--- src/rtl/adder_sched_pkg.sv ---
// Shared types and constants for the round-robin adder scheduler.
package adder_sched_pkg;

  localparam int CNT_W = 16;

  typedef enum logic {
    EMPTY = 1'b0,
    FULL  = 1'b1
  } sched_state_t;

  // Width of a requester index; a single requester still gets one bit.
  function automatic int id_w(input int reqs);
    return (reqs > 1) ? $clog2(reqs) : 1;
  endfunction

endpackage

--- src/rtl/adder_sched_rr_arbiter.sv ---
// Combinational round-robin arbiter: the search starts at ptr and wraps.
module rr_arbiter
  import adder_sched_pkg::*;
#(
  parameter int REQS = 4,
  parameter int ID_W = id_w(REQS)
) (
  input  logic [REQS-1:0] req,
  input  logic [ID_W-1:0] ptr,
  input  logic            en,
  output logic [REQS-1:0] grant,
  output logic [ID_W-1:0] winner,
  output logic            found
);

  logic [ID_W-1:0] w_idx;

  // Scan REQS slots upward from ptr; REQS is a power of two, so index
  // arithmetic wraps naturally at ID_W bits.
  always_comb begin
    found  = 1'b0;
    winner = '0;
    w_idx  = '0;
    for (int k = 0; k < REQS; k++) begin
      w_idx = ptr + ID_W'(k);
      if (!found && req[w_idx]) begin
        found  = 1'b1;
        winner = w_idx;
      end
    end
  end

  // One-hot grant, only when the consumer side can take a new result.
  for (genvar gi = 0; gi < REQS; gi++) begin : g_grant
    assign grant[gi] = en & found & (winner == ID_W'(gi));
  end

endmodule

--- src/rtl/adder_sched.sv ---
// Shares one (N+1)-bit adder among REQS requesters through a round-robin
// arbiter, with a single registered result slot under backpressure.
module adder_sched
  import adder_sched_pkg::*;
#(
  parameter int N    = 4,
  parameter int REQS = 4,
  localparam int ID_W = id_w(REQS)
) (
  input  logic                clk,
  input  logic                rst_n,
  input  logic [REQS-1:0]     req_valid,
  input  logic [REQS*N-1:0]   req_a,
  input  logic [REQS*N-1:0]   req_b,
  output logic [REQS-1:0]     req_ready,
  output logic                rsp_valid,
  output logic [N-1:0]        rsp_sum,
  output logic                rsp_carry,
  output logic [ID_W-1:0]     rsp_id,
  input  logic                rsp_ready,
  output logic [CNT_W-1:0]    busy_cnt
);

  sched_state_t    r_state;
  sched_state_t    w_state_next;
  logic [ID_W-1:0] r_ptr;
  logic [N-1:0]    r_sum;
  logic            r_carry;
  logic [ID_W-1:0] r_id;
  logic [CNT_W-1:0] r_cnt;

  logic            w_can_accept;
  logic            w_any;
  logic            w_accept;
  logic [ID_W-1:0] w_winner;
  logic [N-1:0]    w_a;
  logic [N-1:0]    w_b;
  logic [N:0]      w_sum;

  // A new result may load when the slot is free or is retiring this edge.
  assign w_can_accept = (r_state == EMPTY) | rsp_ready;

  rr_arbiter #(
    .REQS (REQS),
    .ID_W (ID_W)
  ) u_arb (
    .req    (req_valid),
    .ptr    (r_ptr),
    .en     (w_can_accept),
    .grant  (req_ready),
    .winner (w_winner),
    .found  (w_any)
  );

  assign w_accept = w_any & w_can_accept;

  // Only the winner's operands reach the adder; operands are zero-extended
  // so bit N of the sum is the carry-out.
  assign w_a   = req_a[w_winner*N +: N];
  assign w_b   = req_b[w_winner*N +: N];
  assign w_sum = {1'b0, w_a} + {1'b0, w_b};

  // Slot state register.
  always_ff @(posedge clk or negedge rst_n) begin
    if (!rst_n) r_state <= EMPTY;
    else        r_state <= w_state_next;
  end

  // Next slot state: load wins over retire so back-to-back stays FULL.
  always_comb begin
    w_state_next = r_state;
    if (w_accept)
      w_state_next = FULL;
    else if ((r_state == FULL) && rsp_ready)
      w_state_next = EMPTY;
  end

  // Result slot, priority pointer and accept counter change only on accept.
  always_ff @(posedge clk or negedge rst_n) begin
    if (!rst_n) begin
      r_sum   <= '0;
      r_carry <= 1'b0;
      r_id    <= '0;
      r_ptr   <= '0;
      r_cnt   <= '0;
    end else if (w_accept) begin
      r_sum   <= w_sum[N-1:0];
      r_carry <= w_sum[N];
      r_id    <= w_winner;
      r_ptr   <= w_winner + ID_W'(1);
      if (r_cnt != {CNT_W{1'b1}})
        r_cnt <= r_cnt + CNT_W'(1);
    end
  end

  assign rsp_valid = (r_state == FULL);
  assign rsp_sum   = r_sum;
  assign rsp_carry = r_carry;
  assign rsp_id    = r_id;
  assign busy_cnt  = r_cnt;

endmodule

--- config.mk ---
export PLATFORM = sky130hd
export DESIGN_NAME = adder_sched
export DESIGN_NICKNAME = d
export VERILOG_FILES = /design/src/rtl/adder_sched_pkg.sv /design/src/rtl/adder_sched_rr_arbiter.sv /design/src/rtl/adder_sched.sv
export SDC_FILE = /design/constraint.sdc
export NUM_CORES = 1
export LEC_CHECK = 0
export CELL_PAD_IN_SITES_DETAIL_PLACEMENT = 0
export CELL_PAD_IN_SITES_GLOBAL_PLACEMENT = 1
export CORE_ASPECT_RATIO = 0.8
export CORE_MARGIN = 4
export CORE_UTILIZATION = 34
export CTS_CLUSTER_DIAMETER = 80
export DETAILED_ROUTE_END_ITERATION = 10
export PLACE_DENSITY = 0.91
export SLEW_MARGIN = 15
export SYNTH_ARGS = -nofsm -noshare
export SYNTH_HDL_FRONTEND = slang
export SYNTH_SLANG_ARGS = --single-unit
--- constraint.sdc ---
create_clock -name clk -period 6 [get_ports clk]
set_clock_uncertainty 0.1 [all_clocks]
set_input_delay 0.6 -clock clk [delete_from_list [all_inputs] [get_ports clk]]
set_output_delay 0.6 -clock clk [all_outputs]
set_load 0.005 [all_outputs]
==> flow_summary_export.csv <==
group,metric,value,unit
timing,finalSetupTns,0,ns
logic_synthesis,syn_avg_cell_area,10.4,sq um
logic_synthesis,ys_ff_latch,26,
outcome,status,"complete, no violations",
worst_setup_path,cp_top_family,"buffers and inverters",
layout,syn_to_final_growth,46.5,%
worst_setup_path,crit_start,"req_valid[3]",
cts,cts.clk_slew.worst_paths,0.09,ns
worst_setup_path,crit_path_max_incr_delay,0.69,ns
placement,gp_congestion,0.742,
pwr,finalPower,776,uW
worst_setup_path,arrival,3.15,ns
pwr,irDropWorstVdd,0.164,mV
cts,root_buffer,"clkbuf_8",
worst_setup_path,worstSetupStartpointType,"input pin",
worst_setup_path,cp-end-kind,"primary output",
placement,io_buffers,66,
logic_synthesis,ys.flop_type,"dfrtp_1",
floorplanning,dieArea,6040,sq um
pwr,leakagePower,0.00104,uW
global_routing,antenna_found_initial,0,
drt,drt_wl_total,3.90,mm
global_routing,grt_max_degree,27,
logic_synthesis,seq_area_frac_synth,0.394,
timing,setup_viol,0,
floorplanning,ios,67,
logic_synthesis,yosysTopAreaCell,"dfrtp_1",
global_routing,grt_pass1_vias,1353,
cts,htree_levels,1,
flow_run,drv_cap,0,
drt,ant_nets,0,
logic_synthesis,synth-edff-count,0,
layout,final_util,0.520,
floorplanning,num_rows,22,
layout,antennaDiodeCount,0,
timing,hold_violations,0,
logic_synthesis,syn-cell-area,1650,sq um
logic_synthesis,synth_common_cells,"dfrtp_1, mux2i_1, nand2_1",
logic_synthesis,synthArstFlopShare,1.00,
drt,drtIter0Drc,69,
timing,fin_crit_sh,0.642,
logic_synthesis,synth.area.top_cells,"dfrtp_1, mux2i_1, ha_1",
floorplanning,die_h,70.3,um
placement,place_hpwl,3.07,mm
worst_setup_path,critPathBufInv,3,
worst_setup_path,path_cells,"clkdlybuf4s50_1 -> a21oi_1 -> a31o_2 -> a21oi_2 -> inv_1 -> ha_1 -> and2_1 -> clkdlybuf4s50_1",
worst_setup_path,path_common_cell,"clkdlybuf4s50_1",
worst_hold_path,hold_class,"reg2reg",
drt,drc_errors,0,
worst_hold_path,min_from,"rsp_sum[3]",
placement,dp_slack,2.14,ns
timing,slew-limit-headroom,0.365,
floorplanning,core_area,4650,sq um
layout,drive_gt1_frac,0.0661,
timing,period_minus_slack,3.85,ns
drt,vias,1385,
drt,wire_per_inst,13.6,um
logic_synthesis,syn-num-nets,208,
cts,hold_buffers,0,
worst_setup_path,r2r-start,"r_ptr[1]",
timing,tightest_slew,0.952,ns
global_routing,grt.overflow.total,0,
floorplanning,die_w,85.9,um
cts,cts.repair.resized,0,
timing,rsz0062_at_grt,"no",
timing,worst_slack,2.15,ns
drt,dr.pass1.iters,4,
worst_setup_path,worstPathMaxFanout,15,
cts,numClockSinks,26,
layout,nets,277,
drt,via_per_inst,4.83,
logic_synthesis,synthDistinctLibCells,36,
global_routing,grt_pass1_wl,6.41,mm
logic_synthesis,netlist_instances,159,
cts,cts-buffers-inserted,3,
logic_synthesis,ys_warn_count,0,
cts,clock_path_buffers,2,
cts,clk_latency,0.27,ns
cts,post_cts_buffers,0,
worst_setup_path,critical_path_required,5.30,ns
floorplanning,initial_core_util,0.355,
pwr,powerDensity,321,nW/um^2
logic_synthesis,netlist.area_leader.share,0.394,
worst_setup_path,critPathKind,"in2out",
timing,timing.fmax,0.260,GHz
worst_setup_path,reg2reg_slack,2.91,ns
cts,cts_tree,"built",
global_routing,grtUsageTotal,0.130,
timing,slew_violations,0,
worst_setup_path,cp_slowest_cell,"a21oi_2",
-- registers in the layout, indices dropped and copies added, names as in the netlist --
register   flops
rsp_sum        4
r_ptr          2
busy_cnt      16
rsp_valid      1
rsp_id         2
rsp_carry      1
-- metrics by stage --
| step | std cells | hold slack (ns) | area, sq um |
|---|---|---|---|
| after floorplan | 159 | 0.204 | 1650 |
| after global placement | 283 | 0.363 | 2360 |
| after detailed placement | 283 | 0.370 | 2360 |
| after CTS | 287 | 0.392 | 2420 |
| after global routing | 287 | 0.426 | 2420 |
| final | 287 | 0.386 | 2420 |
-- area by class of cell --
class	count	area (sq um)
fill	434	2230
multi-input combinational	123	941
timing repair buffer	68	676
sequential	26	651
tap	60	75.1
clock buffer	4	55.1
inverter	6	22.5
-- worst min-delay path, delay by kind of cell, from the launching register on --
kind	cells	cell delay, ns
DFF	1	0.35
and+or+nand+nor	1	0.04
AOI/OAI and AO/OA	1	0.06
-- cells by family after synthesis --
kind of cell,synth area share
mux,0.178
simple gates,0.157
compound gates,0.0712
flops,0.394
buf+inv,0.0401
xor+xnor,0.0795
fa+ha+maj,0.0803
-- power by group --
group	total, uW	switching [uW]	internal, uW
combinational	389	162	227
sequential	276	50.0	226
clock	111	52.7	58.6
-- worst paths after layout --
check / end / cells after the start
max reg2reg: rsp_carry / 12
min in group asynchronous: busy_cnt[6] / 2
max: req_ready[0] / 8
min: rsp_sum[3] / 2
max in group asynchronous: rsp_id[1] / 2
min reg2reg: rsp_sum[3] / 2
-- metal layers --
metal	up-vias	track usage	wire length [um]
met2	32	0.214	1860
met1	654	0.172	1810
li1	697	-	-
met4	0	0.0264	22
met5	-	0	0
met3	2	0.0342	208
-- layout by cell type, fill, tap and decap left out, types with 2 or more instances in the layout --
master            n
nor2_1            7
and2_1            4
inv_1             6
buf_4             2
nor3_1            2
dfrtp_1          26
nor4_1            2
ha_1              9
o21ai_0           6
a21o_1            2
clkdlybuf4s50_1  66
xnor2_1          11
mux2_2            3
mux2i_1          26
xor2_1            4
a21oi_1           3
nand2_1          17
nand4_1           6
nand3_1           6
clkbuf_8          4
No activity file was read; power rests on OpenSTA's default activity.
